$ cat src/rtl/alu_iter.sv
// Handshaked ALU: single-cycle arithmetic/logic/shift/compare ops plus iterative
// shift-add multiply and restoring divide that take WIDTH cycles in BUSY.
module alu_iter #(
  parameter int WIDTH = 16,
  parameter int CNT_W = $clog2(WIDTH)
) (
  input  logic             clk,
  input  logic             rst,
  input  logic             in_valid,
  output logic             in_ready,
  input  logic [3:0]       op,
  input  logic [WIDTH-1:0] a,
  input  logic [WIDTH-1:0] b,
  output logic             out_valid,
  input  logic             out_ready,
  output logic [WIDTH-1:0] res,
  output logic             div_zero,
  output logic             busy
);

  typedef enum logic [1:0] {S_IDLE, S_BUSY, S_DONE} state_t;

  state_t               state_q, state_d;
  logic [1:0]           iop_q, iop_d;
  logic [WIDTH-1:0]     opnd_q, opnd_d;
  logic [2*WIDTH-1:0]   acc_q, acc_d;
  logic [CNT_W-1:0]     cnt_q, cnt_d;
  logic [WIDTH-1:0]     res_q, res_d;
  logic                 dz_q, dz_d;

  logic                 accept, iter_op, div0, last;
  logic [WIDTH:0]       mul_sum, div_shift, div_diff;
  logic [2*WIDTH-1:0]   acc_step;
  logic [WIDTH-1:0]     iter_res;

  function automatic logic [WIDTH-1:0] alu_1c(input logic [3:0] f,
                                               input logic [WIDTH-1:0] x,
                                               input logic [WIDTH-1:0] y);
    logic [2*WIDTH-1:0] dbl;
    logic [WIDTH:0]     sum;
    logic [WIDTH-1:0]   diff;
    logic [CNT_W-1:0]   sh;
    logic               ovf, lt, eq;
    logic [WIDTH-1:0]   r;
    sh   = y[CNT_W-1:0];
    sum  = {1'b0, x} + {1'b0, y};
    diff = x - y;
    eq   = (x == y);
    // Signed less-than from the subtraction, corrected when a-b overflows
    ovf  = (x[WIDTH-1] != y[WIDTH-1]) & (diff[WIDTH-1] != x[WIDTH-1]);
    lt   = diff[WIDTH-1] ^ ovf;
    dbl  = '0;
    r    = '0;
    case (f)
      4'd0:  r = sum[WIDTH-1:0];
      4'd1:  r = diff;
      4'd2:  r = x ^ y;
      4'd3:  r = x & ~y;
      4'd4:  begin dbl = {x, x} << sh; r = dbl[2*WIDTH-1:WIDTH]; end
      4'd5:  r = x << sh;
      4'd6:  begin dbl = {x, x} >> sh; r = dbl[WIDTH-1:0]; end
      4'd7:  r = x >> sh;
      4'd8:  r = {{(WIDTH-1){1'b0}}, eq};
      4'd9:  r = {{(WIDTH-1){1'b0}}, lt};
      4'd10: r = {{(WIDTH-1){1'b0}}, lt | eq};
      4'd11: r = {{(WIDTH-1){1'b0}}, sum[WIDTH]};
      default: r = '0;
    endcase
    return r;
  endfunction

  assign in_ready  = (state_q == S_IDLE) | ((state_q == S_DONE) & out_ready);
  assign accept    = in_valid & in_ready;
  assign out_valid = (state_q == S_DONE);
  assign busy      = (state_q == S_BUSY);
  assign res       = res_q;
  assign div_zero  = dz_q;
  assign iter_op   = op[3] & op[2];
  assign div0      = iter_op & op[1] & (b == '0);
  assign last      = (cnt_q == CNT_W'(WIDTH - 1));

  // One iteration: acc holds {high product, multiplier} or {remainder, dividend/quotient}
  always_comb begin
    mul_sum   = {1'b0, acc_q[2*WIDTH-1:WIDTH]} + (acc_q[0] ? {1'b0, opnd_q} : '0);
    div_shift = {acc_q[2*WIDTH-1:WIDTH], acc_q[WIDTH-1]};
    div_diff  = div_shift - {1'b0, opnd_q};
    if (!iop_q[1]) begin
      acc_step = {mul_sum, acc_q[WIDTH-1:1]};
    end else if (div_diff[WIDTH]) begin
      acc_step = {div_shift[WIDTH-1:0], acc_q[WIDTH-2:0], 1'b0};
    end else begin
      acc_step = {div_diff[WIDTH-1:0], acc_q[WIDTH-2:0], 1'b1};
    end
    iter_res = iop_q[0] ? acc_step[2*WIDTH-1:WIDTH] : acc_step[WIDTH-1:0];
  end

  always_comb begin
    state_d = state_q;
    iop_d   = iop_q;
    opnd_d  = opnd_q;
    acc_d   = acc_q;
    cnt_d   = cnt_q;
    res_d   = res_q;
    dz_d    = dz_q;
    case (state_q)
      S_IDLE: ;
      S_BUSY: begin
        acc_d = acc_step;
        if (last) begin
          state_d = S_DONE;
          res_d   = iter_res;
        end else begin
          cnt_d = cnt_q + CNT_W'(1);
        end
      end
      S_DONE: if (out_ready) state_d = S_IDLE;
      default: state_d = S_IDLE;
    endcase
    if (accept) begin
      iop_d = op[1:0];
      dz_d  = 1'b0;
      if (iter_op && !div0) begin
        state_d = S_BUSY;
        cnt_d   = '0;
        opnd_d  = op[1] ? b : a;
        acc_d   = {{WIDTH{1'b0}}, (op[1] ? a : b)};
      end else begin
        state_d = S_DONE;
        dz_d    = div0;
        res_d   = div0 ? (op[0] ? a : '1) : alu_1c(op, a, b);
      end
    end
  end

  always_ff @(posedge clk) begin
    if (rst) begin
      state_q <= S_IDLE;
      iop_q   <= '0;
      opnd_q  <= '0;
      acc_q   <= '0;
      cnt_q   <= '0;
      res_q   <= '0;
      dz_q    <= 1'b0;
    end else begin
      state_q <= state_d;
      iop_q   <= iop_d;
      opnd_q  <= opnd_d;
      acc_q   <= acc_d;
      cnt_q   <= cnt_d;
      res_q   <= res_d;
      dz_q    <= dz_d;
    end
  end

endmodule
$ cat config.mk
export PLATFORM = sky130hd
export DESIGN_NAME = alu_iter
export DESIGN_NICKNAME = d
export VERILOG_FILES = /design/src/rtl/alu_iter.sv
export SDC_FILE = /design/constraint.sdc
export NUM_CORES = 1
export LEC_CHECK = 0
export ABC_AREA = 1
export BUFFER_PORTS_ARGS = -buffer_cell sky130_fd_sc_hd__clkbuf_2
export CAP_MARGIN = 40
export CORE_MARGIN = 10
export CORE_UTILIZATION = 65
export DETAILED_ROUTE_END_ITERATION = 7
export HOLD_SLACK_MARGIN = 0.1
export MAX_ROUTING_LAYER = met4
export PLACE_DENSITY = 0.84
export RECOVER_POWER = 50
export SETUP_SLACK_MARGIN = 0.4
export SLEW_MARGIN = 20
export SYNTH_ARGS = -nofsm -noshare
export SYNTH_HDL_FRONTEND = slang
export SYNTH_SLANG_ARGS = --single-unit
export TNS_END_PERCENT = 5
$ cat constraint.sdc
create_clock -name clk -period 6.9 [get_ports clk]
set_input_delay 1.38 -clock clk [delete_from_list [all_inputs] [get_ports clk]]
set_output_delay 1.38 -clock clk [all_outputs]
set_load 0.02 [all_outputs]
==> impl_metrics.ini <==
[floorplanning]
core-area_sq_um = 15400
die_x_microns = 146
row_count = 45
io_pins = 60
dieArea_sq_um = 21300
dieHeight_microns = 146
start_util = 0.671

[cts]
clock-root-buffer = clkbuf_16
cts_made_buffers = 9
worstSkewPairLatency_ps = 340
clkSlewWorstSetupHoldPaths_ps = 60
clk_path_buf_depth = 2
ctsResizeCount = 0
htreeDepth = 3
clock_sinks = 73
cts_setup_buffers = 0
hold_buffers = 0
cts_tree = built

[cells_and_area]
fin_util = 0.706
final_common_cell = nand2_1
fillers = 1425
final_nets = 1959
drive_gt1_frac = 0.0702
syn2layout_area_growth_pct = 5.20
instances_no_fill = 2064
diodes = 0
mostFrequentLayoutCells = nand2_1, inv_1, nand3_1

[power]
power_leakage_uw = 0.00554
ir_drop_mv = 0.150
powerDensity_nw_per_um2 = 172

[critical_path]
worstPathMaxFanout = 42
crit_required_ps = 7110
start_kind = input port
worstPathArrival_ps = 5750
ff2ff_path_depth = 10
critPathCaptureType = flop
critPathKind = in -> reg

[timing]
slew_violations = 143
period_share = 0.803
worst_pin_slew_ps = 2710
holdWs_ps = 501
rsz0062_at_grt = false
slew-limit-headroom = -0.805
setup_tns_ps = 0
fmax_mhz = 181
finalSetupViolCount = 0
finClkSkew_ps = 6.71
hold_violations = 0
min_period_ps = 5540

[yosys]
yosysSeqAreaShare = 0.142
synth_xor_area_frac = 0.00849
dominantRegCellSynth = dfxtp_1
synth_area_per_cell_sq_um = 5.55
synth.largest_area_cell = nand2_1
synth_cell_types = 57
synth_adder_area_share = 0.0897
syn_nets = 1969
synthCells = 1858
ys_ff_latch = 73
synthSimpleGateAreaFrac = 0.411
synth_area_sq_um = 10300
muxShareOfSynthArea = 0.000970
synthArstFlopShare = 0
synth_compound_area_frac = 0.215
synth_top_family_by_area = simple AND/OR/NAND/NOR gates
synth_area_leaders = nand2_1, dfxtp_1, nand3_1
synth_edf_count = 0
synth_top_area_frac = 0.190
yosysWarnings = 0

[hold_path]
holdPathStages = 2
min-delay-path-class = reg -> reg

[placed_design]
gp_congestion = 1.12
hpwl_mm = 30.9
port-buffer-count = 59
place_inst = 2048

[status]
status = finished, violations left
violations = design-rule violations, max-capacitance violations, max-slew violations

[global_routing]
antenna_found_initial = 0
grt_start_max_net_pins = 66
gr-usage-all-layers = 0.366
grt-ovfl-total = 0
grt_pass1_wl_mm = 62.3
grt_pass1_vias = 11700

[detailed_routing]
routed_wirelength_mm = 40.4
wl_per_cell_microns = 19.6
drc = 1
drt-initial-drc-count = 1699
first_pass_iters = 8
vias = 13100
vias_per_cell = 6.35
postRouteAntennaNets = 0

[job]
maxCapViolCount = 3
power breakdown:
| group | switching (uW) | internal [uW] | leakage (uW) |
|---|---|---|---|
| Combinational | 593 | 253 | 0.00478 |
| Clock | 189 | 355 | 0.000167 |
| Sequential | 31.2 | 448 | 0.000596 |
| Total | 814 | 1060 | 0.00554 |
layer usage:
| layer | track usage | part of all wire | vias up |
|---|---|---|---|
| met5 | - | 0 | - |
| met1 | 0.412 | 0.36 | 5764 |
| met4 | 0.267 | 0.090 | 0 |
| li1 | - | - | 6095 |
| met3 | 0.0705 | 0.11 | 248 |
| met2 | 0.571 | 0.44 | 1009 |
Yosys cell counts, types with 2 or more instances:
| cell | instances |
|---|---|
| a21o_1 | 2 |
| o21ai_0 | 147 |
| buf_4 | 6 |
| inv_4 | 2 |
| inv_1 | 244 |
| nor2_2 | 7 |
| buf_1 | 9 |
| a211oi_1 | 32 |
| clkbuf_1 | 48 |
| o21a_1 | 3 |
| and2_1 | 2 |
| nand2_1 | 522 |
| xnor2_1 | 7 |
| nand3_2 | 10 |
| o22ai_1 | 5 |
| or2_2 | 7 |
| o31ai_1 | 3 |
| ha_1 | 66 |
| clkinv_1 | 2 |
| o21bai_1 | 5 |
| inv_2 | 9 |
| nand3_1 | 190 |
| a31oi_1 | 4 |
| nor2_1 | 148 |
| o211ai_1 | 29 |
| a21oi_2 | 9 |
| a21boi_0 | 4 |
| buf_2 | 23 |
| fa_1 | 5 |
| nand2_4 | 5 |
| xor2_1 | 3 |
| nor3_1 | 10 |
| nand3b_1 | 10 |
| or2_0 | 2 |
| nand4_1 | 32 |
| nand2_2 | 16 |
| a21oi_1 | 129 |
| o21ai_1 | 10 |
| dfxtp_1 | 73 |
critical path, stage by stage:
cell	delay (ps)
clkbuf_2	610
inv_4	330
nand2_1	200
nor3_2	70
nand3_2	110
nand3_1	140
nor2_2	150
clkinvlp_2	1240
nand2_1	900
inv_2	300
o211ai_1	180
inv_1	100
state kept, by name (all words and copies together) (netlist names):
name	count
div_zero	1
iop_q	2
res	16
state_q	2
cnt_q	4
acc_q	32
opnd_q	16
layout make-up:
cell class / count / area [sq um] / share of cell area
Sequential cell: 73 / 1460 / 0.135
Tap cell: 211 / 264 / 0.0243
Inverter: 257 / 968 / 0.0892
Multi-Input combinational cell: 1440 / 7480 / 0.689
Clock buffer: 10 / 229 / 0.0211
Timing Repair Buffer: 67 / 334 / 0.0308
Clock inverter: 6 / 116 / 0.0107
stage by stage:
step	setup slack, ps	area (sq um)	power [uW]
finish	1360	10900	1870
global route	1020	10900	1970
CTS	2250	10900	1830
detailed placement	1920	10600	1300
global placement	1980	10500	1280
floorplan	2640	10300	1090
path summary, 6_finish.rpt:
kind | slack (ps) | startpoint | end
setup / recovery | 1360 | b[1] | acc_q[26]
hold / removal | 500 | opnd_q[14] | opnd_q[14]
setup reg to reg | 1370 | state_q[0] | res[8]
hold reg to reg | 500 | opnd_q[14] | opnd_q[14]
cell families (layout without fill, tap and decap cells):
logic type	count (synthesis)	in the layout
xor gates and xnor gates	10	10
muxes	1	1
DFF	73	73
AOI/OAI and AO/OA	389	389
and+or+nand+nor	969	969
buffers and inverters	345	340
adders and majority gates	71	71
No activity file was read; power rests on OpenSTA's default activity.
